**config.mk**
```make
export PLATFORM = sky130hd
export DESIGN_NAME = wbus_mux_reg
export DESIGN_NICKNAME = d
export VERILOG_FILES = /design/src/rtl/wbus_mux_reg.sv
export SDC_FILE = /design/constraint.sdc
export NUM_CORES = 1
export LEC_CHECK = 0
export CORE_ASPECT_RATIO = 0.9
export CORE_MARGIN = 4
export CORE_UTILIZATION = 33
export CTS_CLUSTER_DIAMETER = 60
export DETAILED_ROUTE_END_ITERATION = 10
export HOLD_SLACK_MARGIN = 0.05
export PLACE_DENSITY = 0.79
export REMOVE_ABC_BUFFERS = 1
export SYNTH_ARGS = -nofsm -noshare
export SYNTH_HDL_FRONTEND = slang
export SYNTH_SLANG_ARGS = --single-unit
export TNS_END_PERCENT = 5
```
**constraint.sdc**
```tcl
create_clock -name clk -period 1.6 [get_ports clk]
set_input_delay 0.16 -clock clk [delete_from_list [all_inputs] [get_ports clk]]
set_output_delay 0.16 -clock clk [all_outputs]
set_load 0.05 [all_outputs]
```
**src/rtl/wbus_mux_reg.sv**
```systemverilog
// Registered W-bus source selector: picks one of CHANNELS valid/ready sources, either by an
// explicit select port (MODE=0) or round-robin (MODE=1), into a one-entry output register.
module wbus_mux_reg #(
  parameter int unsigned WIDTH    = 8,
  parameter int unsigned CHANNELS = 4,
  parameter int unsigned MODE     = 0,
  localparam int unsigned SEL_W   = (CHANNELS > 1) ? $clog2(CHANNELS) : 1
) (
  input  logic                      clk,
  input  logic                      clr_n,
  input  logic [CHANNELS*WIDTH-1:0] in_data,
  input  logic [CHANNELS-1:0]       in_valid,
  output logic [CHANNELS-1:0]       in_ready,
  input  logic [SEL_W-1:0]          select,
  output logic [WIDTH-1:0]          out_data,
  output logic [SEL_W-1:0]          out_chan,
  output logic                      out_valid,
  input  logic                      out_ready
);

  logic [WIDTH-1:0] out_data_q, out_data_d;
  logic [SEL_W-1:0] out_chan_q, out_chan_d;
  logic             out_valid_q, out_valid_d;
  logic [SEL_W-1:0] rr_last_q, rr_last_d;

  logic             chosen;
  logic [SEL_W-1:0] grant;
  logic             can_load;
  logic             xfer;
  logic [WIDTH-1:0] grant_data;

  // Grant selection never looks at in_data, so in_ready has no data dependency.
  always_comb begin : p_grant
    int unsigned idx;
    idx    = 0;
    chosen = 1'b0;
    grant  = '0;
    if (MODE == 0) begin
      if (32'(select) < CHANNELS) begin
        chosen = 1'b1;
        grant  = select;
      end
    end else begin
      // Scan starts just after the last winner and wraps within the populated channels.
      for (int unsigned k = 1; k <= CHANNELS; k++) begin
        idx = 32'(rr_last_q) + k;
        if (idx >= CHANNELS) idx = idx - CHANNELS;
        if (!chosen && in_valid[SEL_W'(idx)]) begin
          chosen = 1'b1;
          grant  = SEL_W'(idx);
        end
      end
    end
  end

  assign can_load = !out_valid_q || out_ready;

  always_comb begin
    in_ready = '0;
    if (clr_n && can_load && chosen) in_ready[grant] = 1'b1;
  end

  assign xfer = |(in_valid & in_ready);

  always_comb begin
    grant_data = '0;
    for (int unsigned i = 0; i < CHANNELS; i++) begin
      if (grant == SEL_W'(i)) grant_data = in_data[i*WIDTH +: WIDTH];
    end
  end

  always_comb begin
    out_data_d  = out_data_q;
    out_chan_d  = out_chan_q;
    out_valid_d = out_valid_q;
    rr_last_d   = rr_last_q;
    if (xfer) begin
      out_data_d  = grant_data;
      out_chan_d  = grant;
      out_valid_d = 1'b1;
      if (MODE != 0) rr_last_d = grant;
    end else if (out_ready) begin
      out_valid_d = 1'b0;
    end
  end

  always_ff @(posedge clk or negedge clr_n) begin
    if (!clr_n) begin
      out_data_q  <= '0;
      out_chan_q  <= '0;
      out_valid_q <= 1'b0;
      rr_last_q   <= SEL_W'(CHANNELS - 1);
    end else begin
      out_data_q  <= out_data_d;
      out_chan_q  <= out_chan_d;
      out_valid_q <= out_valid_d;
      rr_last_q   <= rr_last_d;
    end
  end

  assign out_data  = out_data_q;
  assign out_chan  = out_chan_q;
  assign out_valid = out_valid_q;

endmodule

```
After elaboration in Yosys (flattened, before gate mapping)
Index checks and enable logic that the tools add are counted.
{ "classes": {"reduce_logical": 7, "eq_ne": 3, "bitwise": 1, "order_cmp": 2, "muxes": 9} }
{ "op_table": {"columns": ["op", "n"], "rows": [
  ["8-bit two-way mux", 4],
  ["4-bit bitwise AND", 1],
  ["2-bit equality test, second input constant", 2],
  ["4-bit two-way mux", 1],
  ["4-bit OR reduction", 1],
  ["2-bit by 3-bit less-than comparator with 1-bit output, second input constant", 1],
  ["1-bit two-way mux", 3],
  ["1-bit demux with 2-bit select", 1],
  ["2-bit by 1-bit equality test with 1-bit output, second input constant", 1],
  ["2-bit by 1-bit >= comparator with 1-bit output, second input constant", 1],
  ["1-bit logical AND", 2],
  ["2-bit logical NOT", 1],
  ["2-bit nonzero test", 1],
  ["1-bit logical NOT", 1],
  ["1-bit logical OR", 1]
]} }
{ "word_totals": {"input_bits": 41, "wordCells": 25, "reg_bits": 11, "out_inout_bits": 15} }

Longest topological paths before layout
{ "logic_depth": {"depth_word": 8, "ltp_mapped": 5} }

Worst setup path after synthesis
OpenSTA, ideal clock, no wires.
{ "synth_timing": {"kind": "register -> output", "from": "reg out_valid_q, in the netlist out_valid", "to": "out in_ready[0]", "t_arrival_ns": 1.973, "path_slack_ns": -0.533, "stages_incl_launch_ff": 4, "path_buffers": 0, "cell_sequence": "dfrtp_1 nand2b_1 nand2_1 nor3_1"} }
{ "synth_between": {"elab_chain_len": 4} }
{ "synth_lines": {"columns": ["element", "line_no", "source"], "rows": [
  ["start, declared", "23", "logic out_valid_q, out_valid_d;"],
  ["start signal, assigned", "96", "out_valid_q <= out_valid_d;"],
  ["1-bit logical NOT", "56", "assign can_load = !out_valid_q || out_ready;"],
  ["1-bit logical OR", "56", null],
  ["1-bit logical AND", "60", "if (clr_n && can_load && chosen) in_ready[grant] = 1'b1;"],
  ["4-bit two-way mux", "60", null],
  ["end, declared", "13", "output logic [CHANNELS-1:0] in_ready,"]
]} }
No other way between the ends.

Worst setup path in the final report
Ends and elaborated chain as after synthesis.

==> impl_metrics.env <==
export IMPL_status="finished, final reports clean"
export IMPL_grt_remaining_overflow=0
export IMPL_ff_latch_area_um2=275
export IMPL_die_w_um=57.5
export IMPL_setup_reg_to_reg_worst_slack_ns=0.45
export IMPL_ys_warnings_count=0
export IMPL_synth_seq_cells=11
export IMPL_antenna_found_initial=0
export IMPL_seq_area_frac_synth=0.379
export IMPL_post_place_ws_ns=-0.331
export IMPL_grt_max_degree=14
export IMPL_drcViolationCount=0
export IMPL_avgSynthCellArea_um2=15.5
export IMPL_nets=152
export IMPL_max_vdd_ir_drop_uv=582
export IMPL_utilization=0.687
export IMPL_rows=15
export IMPL_finalCritPeriodShare=0.949
export IMPL_skew_ns=0.00275
export IMPL_hold_path_class="input pin to async pin"
export IMPL_die_y_um=52.5
export IMPL_synth_top_area_share=0.379
export IMPL_ctsHoldBuffers=0
export IMPL_grt_pass1_vias=702
export IMPL_gp_congestion=0.766
export IMPL_postCtsSetupBuffers=0
export IMPL_synthXorXnorAreaFrac=0
export IMPL_rsz0062_at_grt="no"
export IMPL_cellPowerDensity_mw_per_mm2=932
export IMPL_drive_gt1_frac=0.400
export IMPL_leakage_nw=0.585
export IMPL_antenna_cells=0
export IMPL_dp_hpwl_mm=1.68
export IMPL_final_setup_tns_ns=0
export IMPL_synth_area_top_cells="dfrtp_1 (38%), mux2_2 (17%), mux4_2 (15%)"
export IMPL_gr_usage_all_layers=0.138
export IMPL_setup_ws_ns=0.0817
export IMPL_multi_input_area_um2=425
export IMPL_ys_flop_type="dfrtp_1"
export IMPL_drv_cap=0
export IMPL_die_area_mm2=0.00302
export IMPL_hold_ws_ns=0.336
export IMPL_synthTopCellsByCount="dfrtp_1 (11), mux2_2 (11), mux4_2 (5), mux4_1 (4)"
export IMPL_vias=663
export IMPL_io_buffers=55
export IMPL_antenna_left=0
export IMPL_cts_tree="built"
export IMPL_synth_edff_count=0
export IMPL_clock_latency_ns=0.28
export IMPL_drt_pass1_iter_count=2
export IMPL_r2r_end="out_data[0]"
export IMPL_viasPerCell=4.91
export IMPL_crit_arrival_ns=1.36
export IMPL_yosysUniqueCellTypes=16
export IMPL_drtIter0Drc=6
export IMPL_clkTransAtPathRegs_ns=0.08
export IMPL_critical_path_required_ns=1.44
export IMPL_layout_cells_non_filler=135
export IMPL_synth_top_area_cell="dfrtp_1"
export IMPL_clk_path_buf_depth=2
export IMPL_grt_pass1_wl_mm=3.01
export IMPL_cts_root_buf="clkbuf_4"
export IMPL_hold_violations=0
export IMPL_worst_pin_slew_ns=0.234
export IMPL_setup_viol=0
export IMPL_worstSetupEndpointType="output port"
export IMPL_syn_area_um2=727
export IMPL_worst_path_largest_cell_delay_ns=0.42
export IMPL_path_class="flip-flop to output port"
export IMPL_synth_adder_area_share=0
export IMPL_initial_utilization=0.362
export IMPL_r2r_start="out_valid"
export IMPL_fmax_mhz=659
export IMPL_crit_chain="nand2b_4 -> nand2_1 -> nor3_1 -> buf_4 -> buf_12"
export IMPL_async_flop_share=1.00
export IMPL_synth_top_family_by_area="multiplexers"
export IMPL_drv_slew=0
export IMPL_min_period_ns=1.52
export IMPL_rr_worst_depth=3
export IMPL_cpMaxStageDelayCell="dfrtp_1"
export IMPL_io_pins=56
export IMPL_numCtsBuffers=3
export IMPL_syn2layout_area_growth_pct=89.8
export IMPL_cts_sinks=11
export IMPL_slew_headroom=0.844
export IMPL_h_tree_depth=1
export IMPL_wirelength_mm=2.00
export IMPL_core_area_mm2=0.00201
export IMPL_wire_per_inst_um=14.8
export IMPL_nFillCells=151
export IMPL_critPathMaxFanout=6
export IMPL_dp_cells=131
export IMPL_synth_mux_area_frac=0.470
export IMPL_synthCells=47
export IMPL_start_kind="flip-flop"
export IMPL_synth_compound_area_frac=0.0241
export IMPL_synthSimpleGateAreaFrac=0.0809
## through the flow
step	power, mW	instance area (um^2)
after floorplan	0.794	697
after global placement	1.08	1340
after detailed placement	1.09	1340
after CTS	1.30	1380
after global routing	1.35	1380
final	1.29	1380
## power by group
group / internal [mW] / switching, mW / leakage (nW)
clock network: 0.0968 / 0.105 / 0.0150
registers: 0.350 / 0.0405 / 0.128
logic: 0.305 / 0.389 / 0.442
## area by class of cell
cell class | instances | share of cell area
Multi-Input combinational cell | 32 | 0.308
Tap cell | 25 | 0.0227
Clock buffer | 4 | 0.0190
Inverter | 1 | 0.00272
Timing Repair Buffer | 62 | 0.448
Sequential cell | 11 | 0.199
## per-layer routing
metal,wire (um),share of wire,track usage,up-vias
li1,-,-,-,317
met1,715,0.36,0.139,303
met2,954,0.48,0.224,38
met3,288,0.14,0.0788,5
met4,41,0.021,0.0811,0
met5,0,0,0,-
## cell usage in the layout, fill, tap and decap left out, drive strengths merged
cell type	Yosys	final
clkdlybuf4s50	0	39
buf	3	22
mux2	11	11
dfrtp	11	11
mux4	9	9
clkbuf	0	4
nand3	3	3
nor2	2	2
nand2	2	2
nor3	2	2
nand2b	1	1
inv	1	1
a31o	1	1
a22o	1	1
dlygate4sd2	0	1
## worst max path at each step
stage               depth (start not counted)           to  startpoint
global placement                            4  out_data[1]   select[0]
CTS                                         5  in_ready[0]   out_valid
floorplan                                   3  in_ready[0]   out_valid
finish                                      5  in_ready[0]   out_valid
detailed placement                          4  out_data[0]   select[0]
global route                                5  in_ready[0]   out_valid
## sequential cells by signal, summed over array words and instances, names as in the netlist
| name | cells |
|---|---|
| out_chan | 2 |
| out_valid | 1 |
| out_data | 8 |
## worst max-delay path: cells and delay by family (launching register included)
family                 cells  cell delay [ns]
and+or+nand+nor            3             0.39
buffers and inverters      2             0.28
DFF                        1             0.42
## cells by family after synthesis
kind of cell	count (synthesis)
mux	20
simple gates	10
flops	11
buf+inv	4
compound gates	2
## repair_timing
action | 4_1_cts | 5_1_grt
pin swaps | 1 | 0
gates resized for setup | 3 | 1
setup endpoints to repair | 5 | 1
Note: power is estimated with default switching activity, not from simulation.
